**src/rtl/input_debouncer_pkg.sv**
```systemverilog
// ============================================================================
// input_debouncer_pkg
// Default parameter values and legal minimums shared by the debouncer
// top level and its per-channel sub-module. Contains no types; nothing
// outside this block depends on it.
// ============================================================================
package input_debouncer_pkg;

    localparam int unsigned DEFAULT_CHANNELS   = 3;
    localparam int unsigned DEFAULT_PRESCALE   = 8192;
    localparam int unsigned DEFAULT_SAMPLES    = 4;
    localparam bit          DEFAULT_ACTIVE_LOW = 1'b1;

    localparam int unsigned MIN_CHANNELS = 1;
    localparam int unsigned MIN_PRESCALE = 1;
    localparam int unsigned MIN_SAMPLES  = 2;

endpackage

```
**src/rtl/input_debouncer_channel.sv**
```systemverilog
// ============================================================================
// debounce_channel
// One debounced input: 2-flop synchronizer, optional inversion, sample
// history shifted on the shared tick, hysteretic level, registered edge
// pulses and a sticky pending flag.
//
// Ports
//   clock    : block clock
//   reset    : synchronous active-high reset
//   tick     : shared sample strobe from the parent prescaler
//   raw      : asynchronous pin input
//   rise_en  : allow a rising edge to set pending
//   fall_en  : allow a falling edge to set pending
//   clear    : level-sensitive pending clear (loses to a simultaneous set)
//   level    : debounced, polarity-corrected state
//   rise     : one-cycle pulse, coincident with level first reading 1
//   fall     : one-cycle pulse, coincident with level first reading 0
//   pending  : sticky edge-event flag
// ============================================================================
module debounce_channel
    import input_debouncer_pkg::*;
#(
    parameter int unsigned SAMPLES    = DEFAULT_SAMPLES,
    parameter bit          ACTIVE_LOW = DEFAULT_ACTIVE_LOW
) (
    input  logic clock,
    input  logic reset,
    input  logic tick,
    input  logic raw,
    input  logic rise_en,
    input  logic fall_en,
    input  logic clear,
    output logic level,
    output logic rise,
    output logic fall,
    output logic pending
);

    logic               sync0;
    logic               sync1;
    logic               sample;
    logic [SAMPLES-1:0] hist;
    logic [SAMPLES-1:0] hist_next;
    logic               level_next;

    // Inversion sits after the synchronizer so the flops see the pin as-is.
    assign sample = sync1 ^ ACTIVE_LOW;

    // Level is decided from the history as it will be after this tick, so
    // the new level appears in the cycle right after the qualifying tick
    // rather than one cycle later.
    // NOTE: every always_comb output gets a default first; otherwise a path
    // that leaves it unassigned would infer a latch.
    always_comb begin
        hist_next  = {hist[SAMPLES-2:0], sample};
        level_next = level;
        if (tick) begin
            if (&hist_next) begin
                level_next = 1'b1;
            end else if (~|hist_next) begin
                level_next = 1'b0;
            end
        end
    end

    // NOTE: sequential state uses non-blocking assignments so every flop
    // samples the pre-edge values, independent of statement order.
    always_ff @(posedge clock) begin
        if (reset) begin
            // The history is a small shift register, not a memory, so it is
            // cleared: a reset mid-debounce must discard partial evidence.
            sync0   <= 1'b0;
            sync1   <= 1'b0;
            hist    <= '0;
            level   <= 1'b0;
            rise    <= 1'b0;
            fall    <= 1'b0;
            pending <= 1'b0;
        end else begin
            sync0 <= raw;
            sync1 <= sync0;
            if (tick) begin
                hist <= hist_next;
            end
            level   <= level_next;
            rise    <= level_next & ~level;
            fall    <= ~level_next & level;
            // Set terms are ORed after the clear mask so a coincident set wins.
            pending <= (pending & ~clear) | (rise & rise_en) | (fall & fall_en);
        end
    end

endmodule

```
**src/rtl/input_debouncer.sv**
```systemverilog
// ============================================================================
// input_debouncer
// CHANNELS independent push-button debouncers sharing one sample prescaler.
// Each channel needs SAMPLES consecutive equal samples, taken every
// PRESCALE clocks, before its level changes.
//
// Ports
//   clock    : block clock
//   reset    : synchronous active-high reset
//   raw      : [CHANNELS] asynchronous pin inputs
//   rise_en  : [CHANNELS] rising-edge capture enables for pending
//   fall_en  : [CHANNELS] falling-edge capture enables for pending
//   clear    : [CHANNELS] level-sensitive pending clears
//   level    : [CHANNELS] debounced levels (1 = pressed when ACTIVE_LOW)
//   rise     : [CHANNELS] one-cycle 0->1 pulses
//   fall     : [CHANNELS] one-cycle 1->0 pulses
//   pending  : [CHANNELS] sticky edge-event flags
//   irq      : OR of all pending bits
// ============================================================================
module input_debouncer
    import input_debouncer_pkg::*;
#(
    parameter int unsigned CHANNELS   = DEFAULT_CHANNELS,
    parameter int unsigned PRESCALE   = DEFAULT_PRESCALE,
    parameter int unsigned SAMPLES    = DEFAULT_SAMPLES,
    parameter bit          ACTIVE_LOW = DEFAULT_ACTIVE_LOW
) (
    input  logic                clock,
    input  logic                reset,
    input  logic [CHANNELS-1:0] raw,
    input  logic [CHANNELS-1:0] rise_en,
    input  logic [CHANNELS-1:0] fall_en,
    input  logic [CHANNELS-1:0] clear,
    output logic [CHANNELS-1:0] level,
    output logic [CHANNELS-1:0] rise,
    output logic [CHANNELS-1:0] fall,
    output logic [CHANNELS-1:0] pending,
    output logic                irq
);

    // Elaboration-time parameter guards.
    if (CHANNELS < MIN_CHANNELS) begin : g_bad_channels
        $error("input_debouncer: CHANNELS must be >= 1");
    end
    if (PRESCALE < MIN_PRESCALE) begin : g_bad_prescale
        $error("input_debouncer: PRESCALE must be >= 1");
    end
    if (SAMPLES < MIN_SAMPLES) begin : g_bad_samples
        $error("input_debouncer: SAMPLES must be >= 2");
    end

    // A 1-bit counter is kept for PRESCALE=1; it never leaves 0, so tick is
    // asserted every cycle.
    localparam int unsigned PRESCALE_W = (PRESCALE > 1) ? $clog2(PRESCALE) : 1;
    localparam logic [PRESCALE_W-1:0] PRESCALE_LAST = PRESCALE_W'(PRESCALE - 1);

    logic [PRESCALE_W-1:0] count;
    logic                  tick;

    assign tick = (count == PRESCALE_LAST);

    always_ff @(posedge clock) begin
        if (reset) begin
            count <= '0;
        end else if (tick) begin
            count <= '0;
        end else begin
            count <= count + 1'b1;
        end
    end

    for (genvar i = 0; i < CHANNELS; i++) begin : g_ch
        debounce_channel #(
            .SAMPLES    (SAMPLES),
            .ACTIVE_LOW (ACTIVE_LOW)
        ) u_ch (
            .clock   (clock),
            .reset   (reset),
            .tick    (tick),
            .raw     (raw[i]),
            .rise_en (rise_en[i]),
            .fall_en (fall_en[i]),
            .clear   (clear[i]),
            .level   (level[i]),
            .rise    (rise[i]),
            .fall    (fall[i]),
            .pending (pending[i])
        );
    end

    assign irq = |pending;

endmodule
```
**config.mk**
```make
export PLATFORM = sky130hd
export DESIGN_NAME = input_debouncer
export DESIGN_NICKNAME = d
export VERILOG_FILES = /design/src/rtl/input_debouncer_pkg.sv /design/src/rtl/input_debouncer_channel.sv /design/src/rtl/input_debouncer.sv
export SDC_FILE = /design/constraint.sdc
export NUM_CORES = 1
export LEC_CHECK = 0
export ABC_AREA = 1
export ABC_CLOCK_PERIOD_IN_PS = 1640
export CAP_MARGIN = 10
export CELL_PAD_IN_SITES_DETAIL_PLACEMENT = 1
export CELL_PAD_IN_SITES_GLOBAL_PLACEMENT = 2
export CORE_MARGIN = 2
export CORE_UTILIZATION = 29
export DETAILED_ROUTE_END_ITERATION = 7
export GPL_TIMING_DRIVEN = 0
export PLACE_DENSITY = 0.76
export SLEW_MARGIN = 20
export SYNTH_ARGS = -nofsm -noshare
export SYNTH_HDL_FRONTEND = slang
export SYNTH_SLANG_ARGS = --single-unit
export TNS_END_PERCENT = 10
```
**constraint.sdc**
```tcl
create_clock -name clock -period 1.64 [get_ports clock]
set_clock_uncertainty 0.1 [all_clocks]
set_input_delay 0.492 -clock clock [delete_from_list [all_inputs] [get_ports clock]]
set_output_delay 0.492 -clock clock [all_outputs]
set_load 0.005 [all_outputs]
```
# After elaboration in Yosys (flattened, before gate mapping)
# Cells that the tools add are included.
# totals
register_bits	40
word_cells	74
# classes
addsub	1
n_eq_ne	1
n_mux	9
bitwise_logic	33
n_reduce_logical	8
# op_table
operator	n
$and A1 B1 Y1	15
$add A13 B1 Y13 const B	1
$eq A13 B13 Y1 const B	1
$not A1 Y1	12
$reduce_and A4 Y1	3
$reduce_or A4 Y1	3
$mux W1	9
$or A1 B1 Y1	6
$reduce_or A3 Y1	1
$reduce_or A2 Y1	1

# Depth between registers and ports, before layout
# depth
word_depth	7
mapped_depth	9
depth_no_buf	8

# By module
# A second synthesis with hierarchy kept.
# unflattened
cells_unflattened	230
hier_area_um2	1654.1
# by_module_without_submodules
mod	instances	cells_each	area_each_um2	seq_area_each_um2
debounce_channel	3	46	337.8	180.2
input_debouncer	1	92	640.6	260.2

# Least setup slack after synthesis
# OpenSTA, ideal clock, no wires.
# synth_path
kind	flip-flop to flip-flop
startpoint	register count[0]
endpoint	register count[5]
t_arrival_ns	1.201
required_time_ns	1.425
path_slack_ns	0.224
stages_incl_launch_ff	8
path_buffers	1
cell_sequence	dfxtp_1 > ha_1 > nand3_1 > nor2_1 > nand2_2 > nand2_2 > buf_6 > nor2_1
# synth_between
elab_chain_cells	2
# synth_rtl
element	line_no	source
start: declaration	input_debouncer.sv:57	logic [PRESCALE_W-1:0] count;
start signal: assignment	input_debouncer.sv:68	count <= count + 1'b1;
parallel branches: the longest is 2 deep, another holds $add A13 B1 Y13	n/a	
# Several ways; the timed one is not identified.
# A chain may end at the register's enable or synchronous reset.

# Final worst setup path
# layout_path
startpoint	register g_ch[1].u_ch.pending
endpoint	output port irq
# layout_between
elab_chain_cells	1
# layout_rtl
element	line_no	source
start: declaration	input_debouncer_channel.sv:36	output logic pending
start signal: assignment	input_debouncer_channel.sv:89	pending <= (pending & ~clear) | (rise & rise_en) | (fall & fall_en);
$reduce_or A3 Y1	input_debouncer.sv:91	assign irq = |pending;
end: declaration	input_debouncer.sv:38	output logic irq
# No other way between the ends.

==> flow_summary.toml <==
[drt]
final_antenna_net_count = 0
drtIter0Drc = 47
routed_wl_mm = 3.780
via_per_inst = 4.184
drc = 0
wire_per_inst_um = 10.53
drt_pre_antenna_iters = 4
vias = 1502

[worst_setup_path]
path_cells = "or3_1, clkbuf_2"
crit_path_max_incr_delay_ns = 0.36
crit_path_top_delay_cell = "or3_1"
r2r_slack_ns = 0.14
start_kind = "flop"
endpoint_kind = "primary output"
cp.arrival_ns = 1.09
path_class = "reg2out"
cp_max_fo = 3
crit_buf_inv = 1
crit_required_ns = 1.05
crit_family = "simple AND/OR/NAND/NOR gates"

[synthesis]
yosys-top-cells-area = "dfxtp_1, nand2_1, nor2_1"
synth_compound_area_frac = 0.02067
synth_top_family_by_area = "simple AND/OR/NAND/NOR gates"
post-synth-top-area-cell = "dfxtp_1"
synth.most_common_cell = "nand2_1"
synthArstFlopShare = 0
synth_top_flop_cell = "dfxtp_1"
netlist_instances = 247
synth_area_mm2 = 0.001755
synth_xor_area_frac = 0.02994
synth_common_cells = "nand2_1, nor2_1, dfxtp_1"
synth.area.mux_share = 0
avgSynthCellArea_um2 = 7.107
synth_edf_count = 0
seq_area_frac_synth = 0.4562
synth_nets = 262
ys_ff_latch = 40
synthAdderAreaFrac = 0.007128
yosys_warnings = 0
synth-simple-area-share = 0.3386
synth_top_area_frac = 0.4562
yosysUniqueCellTypes = 23

[floorplan]
rows = 28
core_area_mm2 = 0.005886
start_util = 0.2983
die_area_mm2 = 0.006691
die_h_um = 81.80
die_w_um = 81.80
io_pins = 27

[cts]
htree_levels = 2
cts_root_buf = "clkbuf_8"
cts_max_path_buffers = 2
clock-sinks = 40
numCtsBuffers = 5
clk_latency_ns = 0.29
postCtsHoldBufs = 0
clk_pin_slew_ns = 0.07
cts_tree = "built"

[placement]
post-place-ws_ns = -0.3690
dpl.hpwl_mm = 2.703
gp_congestion = 0.6967
portBuffers = 26

[sta]
finalSetupTns_ns = -0.04170
min_period_ns = 1.682
setup_viol = 1
fmax_ghz = 0.5946
rsz0062_at_grt = "yes"
finalWorstSetupSlack_ns = -0.04170
period_share = 1.025
final_hold_viol_count = 0
finalMaxSlewViolations = 0
worstMarginPinSlew_ns = 0.2729
slew_headroom = 0.8174

[flow_run]
maxCapViolCount = 0

[final_layout]
multi_input_area_um2 = 723.2
diodes = 0
area_growth_pct = 30.01
finalNetCount = 298
fillers = 762
drive_gt1_frac = 0.2183
seq_area_um2 = 815.8
fin_util = 0.3878

[global_routing]
overflow = 0
grt_start_max_net_pins = 13
grt_pass1_wl_mm = 6.644
grtUsageTotal = 0.1299
antenna_found_initial = 0
grt_pass1_vias = 1496

[pwr]
vdd_ir_drop_max_uv = 292.7
leakage_nw = 1.043
p_per_area_mw_per_mm2 = 859.9

[run_status]
status = "finished, violations left"
violations = "setup timing"

[worst_hold_path]
hold_class = "reg2reg"
layout make-up:
type	instances	share of cell area
multi-input combinational	156	0.3169
clock inverter	1	0.01316
timing repair buffer	29	0.1118
tap	75	0.04112
sequential	40	0.3575
buffer	17	0.05976
clock buffer	7	0.04221
inverter	34	0.05757
stage by stage:
step / instances / area, µm² / total power, mW / hold slack (ns)
2_1_floorplan: 247 / 1755 / 1.051 / 0.2883
3_3_place_gp: 348 / 2110 / 1.095 / 0.2943
4_1_cts: 359 / 2257 / 1.988 / 0.3091
5_1_grt: 359 / 2282 / 2.055 / 0.3242
6_report: 359 / 2282 / 1.962 / 0.3059
3_5_place_dp: 348 / 2110 / 1.097 / 0.2980
tightest hold or removal path: stages, from the launching register on:
cell,delay [ns]
dfxtp_1,0.30
inv_1,0.04
nor2_1,0.03
power by group:
part	switching (mW)	total [mW]	internal, mW
combinational	0.0392	0.0887	0.0495
clock	0.343	0.880	0.537
sequential	0.0102	0.994	0.983
state kept, by name (all words and copies together), names as in the netlist:
signal / cells
g_ch.u_ch.fall: 3
g_ch.u_ch.level: 3
g_ch.u_ch.pending: 3
g_ch.u_ch.rise: 3
count: 13
g_ch.u_ch.sync1: 3
g_ch.u_ch.sync0: 3
g_ch.u_ch.hist: 9
layout by cell type, fill, tap and decap left out:
master           netlist  layout
a21oi_1                2       2
a31oi_1                3       3
buf_4                 12      24
buf_6                  3       3
bufinv_16              0       1
clkbuf_2               0       2
clkbuf_4               0       1
clkbuf_8               0       7
clkdlybuf4s50_1        0      13
clkinvlp_4             0       1
dfxtp_1               40      28
dfxtp_2                0      12
dlygate4sd2_1          0       2
dlymetal6s2s_1         0       1
ha_4                   0       1
inv_1                 33      33
nand2_1               65      65
nand2_2                5       5
nand3_1                3       2
nand3_4                0       1
nand3b_1               1       1
nand4_1                7       7
nor2_1                54      53
nor2_2                 1       2
nor2_4                 1       1
nor3_1                 4       4
o21bai_1               1       1
or2_2                  1       1
or3_1                  1       1
xnor2_1                3       3
xor2_1                 3       3
routing by layer:
layer	up-vias	part of all wire	GRT usage
met5	-	0	0
met2	23	0.44	0.2073
li1	801	-	-
met3	5	0.049	0.04286
met1	673	0.49	0.1642
met4	0	0.015	0.04500
worst paths after layout:
path	start	to	cells after the start
min reg2reg	g_ch[2].u_ch.sync0	g_ch[2].u_ch.sync1	2
min	g_ch[2].u_ch.sync0	g_ch[2].u_ch.sync1	2
max	g_ch[1].u_ch.pending	irq	2
max reg2reg	count[1]	count[10]	7
logic make-up after synthesis:
| kind of cell | Yosys count |
|---|---|
| adders and majority gates | 1 |
| AOI/OAI and AO/OA | 6 |
| and+or+nand+nor | 143 |
| xor gates and xnor gates | 6 |
| DFF | 40 |
| buffers and inverters | 51 |
what timing repair did:
item | in CTS | in global routing
gates resized for setup | 28 | 9
buffers inserted | 3 | 0
endpoints found under the setup margin | 36 | 27
Power figures use the tool's default switching activity.
